File: src/rtl/layer_argmax.sv
// -----------------------------------------------------------------------------
// layer_argmax
//
// Class-decision stage after the final fully-connected layer of the ECG
// classifier. Captures the whole vector of ReLU'd single-precision neuron
// outputs in one cycle, then walks it one element per cycle and keeps the
// largest element seen so far. The winner (index and float bit pattern) is
// offered to the consumer over a valid/ready handshake.
//
// Ports:
//   clk        - clock, all state changes on the rising edge
//   rst_n      - asynchronous active-low reset
//   start      - single-cycle request to capture vec_in and begin a scan
//   vec_in     - N_IN packed floats, element i at bits [32*i+31 : 32*i]
//   busy       - high from the start-accept edge until the result is consumed
//   out_valid  - result available on max_idx / max_val
//   out_ready  - consumer accepts the result (only looked at while holding)
//   max_idx    - index of the largest element
//   max_val    - float bit pattern of the largest element
// -----------------------------------------------------------------------------
module layer_argmax #(
   parameter int N_IN  = 32,
   parameter int IDX_W = 5
) (
   input  logic                 clk,
   input  logic                 rst_n,
   input  logic                 start,
   input  logic [N_IN*32-1:0]   vec_in,
   output logic                 busy,
   output logic                 out_valid,
   input  logic                 out_ready,
   output logic [IDX_W-1:0]     max_idx,
   output logic [31:0]          max_val
);

   typedef enum logic [1:0] {
      IDLE = 2'd0,
      SCAN = 2'd1,
      HOLD = 2'd2
   } state_t;

   localparam logic [IDX_W-1:0] LAST_IDX = IDX_W'(N_IN - 1);

   // Strict a > b on IEEE-754 bit patterns using a sign-magnitude rule.
   // +0 and -0 are treated as equal; NaN/Inf get no special handling.
   function automatic logic float_gt(input logic [31:0] a, input logic [31:0] b);
      logic both_zero;
      logic gt;
      both_zero = (a[30:0] == 31'd0) && (b[30:0] == 31'd0);
      case ({a[31], b[31]})
         2'b00:   gt = a[30:0] > b[30:0];
         2'b11:   gt = a[30:0] < b[30:0];
         2'b01:   gt = 1'b1;
         default: gt = 1'b0;
      endcase
      return gt && !both_zero;
   endfunction

   state_t            state_q, state_d;
   logic [31:0]       vec_q [N_IN];
   logic [31:0]       best_val;
   logic [IDX_W-1:0]  best_idx;
   logic [IDX_W-1:0]  scan_idx;

   logic              accept;
   logic              finish;
   logic              consume;

   logic [31:0]       cand;
   logic              cand_gt;
   logic [31:0]       next_best_val;
   logic [IDX_W-1:0]  next_best_idx;

   // NOTE: sequential state uses non-blocking assignments so every register
   // samples the pre-edge values, independent of block ordering.
   always_ff @(posedge clk or negedge rst_n) begin
      if (!rst_n) state_q <= IDLE;
      else        state_q <= state_d;
   end

   // NOTE: every signal driven here gets a default first, so no path can
   // leave one unassigned and infer a latch.
   always_comb begin
      state_d = state_q;
      accept  = 1'b0;
      finish  = 1'b0;
      consume = 1'b0;
      case (state_q)
         IDLE: begin
            if (start) begin
               accept  = 1'b1;
               state_d = SCAN;
            end
         end
         SCAN: begin
            if (scan_idx == LAST_IDX) begin
               finish  = 1'b1;
               state_d = HOLD;
            end
         end
         HOLD: begin
            // start is deliberately not looked at here: a start on the
            // handshake edge is dropped, the next one is taken in IDLE.
            if (out_ready) begin
               consume = 1'b1;
               state_d = IDLE;
            end
         end
         default: state_d = IDLE;
      endcase
   end

   // Running compare; only a strictly larger element replaces the current
   // best, which makes ties resolve to the lowest index.
   always_comb begin
      cand          = vec_q[scan_idx];
      cand_gt       = float_gt(cand, best_val);
      next_best_val = cand_gt ? cand     : best_val;
      next_best_idx = cand_gt ? scan_idx : best_idx;
   end

   // NOTE: the captured vector is cleared on reset like every other
   // register, so an aborted scan leaves nothing behind.
   always_ff @(posedge clk or negedge rst_n) begin
      if (!rst_n) begin
         for (int i = 0; i < N_IN; i++) vec_q[i] <= '0;
         best_val  <= '0;
         best_idx  <= '0;
         scan_idx  <= '0;
         busy      <= 1'b0;
         out_valid <= 1'b0;
         max_idx   <= '0;
         max_val   <= '0;
      end else begin
         if (accept) begin
            for (int i = 0; i < N_IN; i++) vec_q[i] <= vec_in[32*i +: 32];
            best_val <= vec_in[31:0];
            best_idx <= '0;
            scan_idx <= IDX_W'(1);
            busy     <= 1'b1;
         end

         if (state_q == SCAN) begin
            best_val <= next_best_val;
            best_idx <= next_best_idx;
            scan_idx <= scan_idx + 1'b1;
         end

         // The final edge publishes the winner including the last compare.
         if (finish) begin
            max_idx   <= next_best_idx;
            max_val   <= next_best_val;
            out_valid <= 1'b1;
         end

         // max_idx / max_val keep their value after the handshake.
         if (consume) begin
            out_valid <= 1'b0;
            busy      <= 1'b0;
         end
      end
   end

endmodule

File: config.mk
export PLATFORM = sky130hd
export DESIGN_NAME = layer_argmax
export DESIGN_NICKNAME = d
export VERILOG_FILES = /design/src/rtl/layer_argmax.sv
export SDC_FILE = /design/constraint.sdc
export NUM_CORES = 2
export LEC_CHECK = 0
export ABC_AREA = 1
export CAP_MARGIN = 20
export CORE_ASPECT_RATIO = 1.4
export CORE_MARGIN = 2
export CORE_UTILIZATION = 25
export CTS_BUF_LIST = sky130_fd_sc_hd__clkbuf_8 sky130_fd_sc_hd__clkbuf_16
export DETAILED_ROUTE_END_ITERATION = 7
export SYNTH_ARGS = -nofsm -noshare
export SYNTH_HDL_FRONTEND = slang
export SYNTH_SLANG_ARGS = --single-unit
File: constraint.sdc
create_clock -name clk -period 6.2 [get_ports clk]
set_input_delay 1.24 -clock clk [delete_from_list [all_inputs] [get_ports clk]]
set_output_delay 1.24 -clock clk [all_outputs]
set_load 0.05 [all_outputs]
# Yosys cells after proc, flatten, opt, wreduce, memory -nomap -nowiden
# Index checks and enable logic that the tools add are counted.
# totals
register_bits	1107
in_bits	1028
output_inout_bits	39
word_cells	90
# op_classes
addsub	1
order_cmp	3
n_eq_ne	8
n_mux	26
bitwise_logic	1
reduce_logical	11
# ops
operator	count
$bmux 32 s5	1
$mux 32	5
$logic_not 31->1	2
$gt 31x31->1	1
$lt 31x31->1	1
$mux 5	5
$mux 1	10
$ge 6x6->1 const B	1
$mux 2	3
$ne 2x2->1 const B	3
$not 5->6	1
$pmux 2 s3	1
$reduce_bool 2->1	3
$add 5x1->5 const B	1
$eq 5x5->1 const B	1
$eq 2x1->1 const B	2
$eq 2x2->1 const B	2
$logic_not 2->1	2
$pmux 1 s3	1
$reduce_and 3->1	1
$logic_and 1x1->1	2
$logic_not 1->1	1

# Depth between registers and ports, before layout
# depth
depth_word	10
ltp_mapped	28
depth_no_buf	25

# Least setup slack after synthesis
# Ideal clock, no wire load.
# synth_timing
path_type	register -> register
from	register scan_idx[1]
to	register best_val[0]
setup_time_ps	118
t_arrival_ps	3012
required_ps	6082
slack_ps	3070
stages_incl_launch_ff	27
path_buffers	5
period_less_slack_ps	3130
path_cell_list	dfrtp_1 > buf_2 > inv_2 > buf_2 > clkbuf_1 > nand2_1 > nand3_1 > nand3_1 > nand3_1 > nand2_1 > inv_1 > ha_1 > nand2_1 > inv_1 > o21ai_0 > nand2_1 > nand2_1 > o211ai_1 > a21oi_1 > nand2_1 > a21o_1 > nand2_1 > buf_6 > buf_4 > nand3_2 > nand3_1 > nand2_1
# synth_via
elab_chain_len	10
elab_cells_between_ends	16
cone_classes	2 x order compare; 2 x eq/ne; 6 x mux; 1 x bitwise; 5 x reduce/logical
# synth_lines
element	line	text
start, declared	63	logic [IDX_W-1:0] scan_idx;
start signal, assigned	146	scan_idx <= scan_idx + 1'b1;
$not 5->6 (implied by the code) *	116	cand = vec_q[scan_idx];
$bmux 32 s5 *	116	
$mux 32 (implied by the code) * (2 in a row)	116	
branches (longest 4 deep; another with $lt 31x31->1)	n/a	
$mux 32 *	118	next_best_val = cand_gt ? cand : best_val;
$mux 32 *	143	if (state_q == SCAN) begin
end signal, assigned	137	best_val <= vec_in[31:0];
end signal, assigned	144	best_val <= next_best_val;
end, declared	61	logic [31:0] best_val;
# Mark *: on every way between the ends. The select of a mux whose other input is x is not followed.
# A chain may end at the register's enable or synchronous reset.

# Worst setup path after layout
# layout_timing
from	register scan_idx[0]
to	register max_idx[4]
# layout_via
elab_chain_len	9
elab_cells_between_ends	18
cone_classes	2 x order compare; 3 x eq/ne; 7 x mux; 1 x bitwise; 5 x reduce/logical
# layout_lines
element	line	text
branches (longest 9 deep; another with $lt 31x31->1)	n/a	
end signal, assigned	151	max_idx <= next_best_idx;
end, declared	32	output logic [IDX_W-1:0] max_idx,
# Parallel ways; which one is timed is not known. The select of a mux whose other input is x is not followed.

==> impl_metrics.ini <==
[clocking]
cts_hold_buf = 0
post_cts_resized = 0
cts_root_buffer = clkbuf_16
cts-buffers-inserted = 118
htree_levels = 3
path_clk_slew_ps = 60
cts_tree = done
post_cts_buffers = 0
cts_sinks = 1107
clk_latency_ps = 780
clockBufferDepth = 3

[routing]
drt_wl_total_mm = 284
drt-initial-drc-count = 4951
ant_nets = 0
via_per_inst = 4.75
num_vias = 53100
drt_first_pass_iters = 6
drc = 0
avgRoutedWirePerCell_um = 25.4

[timing]
fin_crit_sh = 0.928
max_slew.worst_pin.slew_ps = 1240
min_period_ps = 5750
fmax_mhz = 174
hold_viol_final = 0
clock_skew_ps = 29.0
relSlewSlack = 0.171
rsz0062_at_grt = false
finalMaxSlewViolations = 0
setup_tns_ps = 0
hold_ws_ps = 477
setup_violations = 0

[logic_synthesis]
ys_warn_count = 0
ys_ff_latch = 1107
synth.cell_area_um2 = 54000
synth_area_leader_cell = dfrtp_1
synth_top_area_share = 0.513
synth_cells = 7375
synth_common_cells = nand2_1 (3909), dfrtp_1 (1107), nand3_1 (637), inv_1 (458), o21ai_0 (446)
syn-num-nets = 8436
async_flop_share = 1.00
synth-edff-count = 0
synth_seq_area_share = 0.513
yosys_most_used_dff = dfrtp_1
syn_avg_cell_area_um2 = 7.32
ys_types = 30
post-synth-top-count-cell = nand2_1
synthTopCellsByArea = dfrtp_1 (51%), nand2_1 (27%), nand3_1 (5.9%), o21ai_0 (4.1%), inv_1 (3.2%)

[worst_setup_path]
cp_common_cell = nand3_1
crit_path_max_incr_delay_ps = 660
crit_type = flop to flop
worstPathMaxFanout = 86
ff2ff_setup_slack_ps = 450
critPathLaunchType = flop
rr_endpoint = max_idx[4]$_DFFE_PN0P_
rr_startpoint = scan_idx[0]$_DFFE_PN0P_
worstPathRequired_ps = 6850
worst_setup_path_end_kind = flop
reg2regPathDepth = 23
startpoint = scan_idx[0]$_DFFE_PN0P_
slowest_stage = dfrtp_4
cp_cell_sequence = inv_8, buf_12, buf_12, nand2_1, o211ai_1, nand3_1, nand3_1, nand3_1, nand2_1, inv_1, ha_1, nand4_1, inv_1, nand4_1, nor4_1, nand2_1, nand2_1, nand3_1, nand2_2, buf_4, nand3_1, nand3_1, nand2_1
critical_path_arrival_ps = 6400

[die]
io_pins = 1067
rows = 201
dieWidth_um = 397
coreArea_um2 = 215000
start_util = 0.252
die_h_um = 554
dieArea_um2 = 220000

[global_routing]
antenna_found_initial = 75
grt-ovfl-total = 0
grt.total_usage = 0.251
grt_pass1_vias = 52400
grt_max_degree = 236
grt_pass1_wl_mm = 396

[power]
p_leak_nw = 35.1
max-vdd-ir-drop_uv = 515
p_per_area_nw_per_um2 = 550
power_mw = 39.2

[job]
maxCapViolations = 0

[finish]
finalInstanceArea_um2 = 71200
layout-drive-gt1-share = 0.0425
fin_util = 0.332
syn_to_final_growth_pct = 32.0
final_nets = 9249

[placement]
gp_congestion = 0.968
port_buffers = 1066
dp_hpwl_mm = 215
placed_area_um2 = 67200

[worst_hold_path]
holdCritPathClass = input pin to async pin

[run_status]
outcome = finished clean
[where the power goes]
part | switching (mW) | internal, mW
logic | 13.7 | 5.57
registers | 1.96 | 10.6
clock network | 3.29 | 4.03
total | 18.9 | 20.3
[area by class of cell]
| type | instances | area, um^2 |
|---|---|---|
| antenna | 46 | 115 |
| clock buffer | 143 | 3300 |
| clock inverter | 77 | 651 |
| fill | 22800 | 143000 |
| inverter | 463 | 1770 |
| multi-input combinational | 5336 | 22400 |
| sequential | 1107 | 27700 |
| tap | 2842 | 3560 |
| timing repair buffer | 1162 | 11700 |
[worst max-delay path: cells and delay by family (launching register included)]
kind                     cells  cell delay, ps
AO/OA/AOI/OAI                1             320
adder cells (fa/ha/maj)      1             300
buffers and inverters        6            1920
flip-flops                   1             660
AND/OR/NAND/NOR             15            2330
[logic make-up after synthesis]
| group | synth area share |
|---|---|
| compound gates | 0.0592 |
| fa+ha+maj | 0.00765 |
| buf+inv | 0.0725 |
| flops | 0.513 |
| simple gates | 0.347 |
[layout by cell type, fill, tap and decap left out, types with 2 or more instances in the layout]
| cell type | count |
|---|---|
| a21oi_1 | 34 |
| nand2_1 | 3906 |
| nand3_1 | 637 |
| nand2_2 | 2 |
| dfrtp_1 | 1102 |
| clkdlybuf4s50_1 | 1065 |
| inv_16 | 3 |
| o22ai_1 | 7 |
| o21ai_0 | 445 |
| inv_1 | 484 |
| buf_4 | 70 |
| clkinv_16 | 2 |
| nor2_2 | 2 |
| clkbuf_16 | 118 |
| diode_2 | 46 |
| inv_2 | 2 |
| clkinv_4 | 3 |
| buf_12 | 26 |
| nor4_1 | 6 |
| or2_2 | 14 |
| nand4_1 | 6 |
| nor2_1 | 103 |
| inv_8 | 5 |
| dfrtp_4 | 4 |
| bufinv_16 | 6 |
| nand2_4 | 2 |
| clkinv_2 | 23 |
| nor3_1 | 2 |
| nand3_2 | 30 |
| clkbuf_8 | 25 |
| a211oi_1 | 3 |
| ha_1 | 33 |
| o21ai_1 | 13 |
| o211ai_1 | 86 |
| clkinvlp_4 | 9 |
[sequential cells by signal, summed over array words and instances (netlist names)]
register,cells
best_idx,5
out_valid,1
best_val,32
max_idx,5
vec_q,1024
state_q,2
max_val,32
busy,1
scan_idx,5
[routing by layer]
layer	global-route usage	part of all wire	vias up
met2	0.381	0.44	2366
li1	-	-	24600
met1	0.348	0.44	25700
met3	0.0514	0.083	430
met4	0.0992	0.044	42
met5	0	0.00089	-
[worst max-delay path by stage]
stage | endpoint | slack, ps
6_report | max_idx[4]$_DFFE_PN0P_ | 450
5_1_grt | max_idx[2]$_DFFE_PN0P_ | 30
4_1_cts | best_idx[1]$_DFFE_PN0P_ | 320
3_5_place_dp | best_idx[1]$_DFFE_PN0P_ | 360
3_3_place_gp | max_val[15]$_DFFE_PN0P_ | 330
2_1_floorplan | best_val[0]$_DFFE_PN0P_ | 3070
[metrics by stage]
| stage | worst slack (ps) | cells |
|---|---|---|
| 2_1_floorplan | 3070 | 7375 |
| 3_5_place_dp | 359 | 10900 |
| 3_3_place_gp | 334 | 10900 |
| 4_1_cts | 323 | 11100 |
| 6_report | 446 | 11200 |
| 5_1_grt | 34.9 | 11100 |
(Power assumes the default switching activity.)
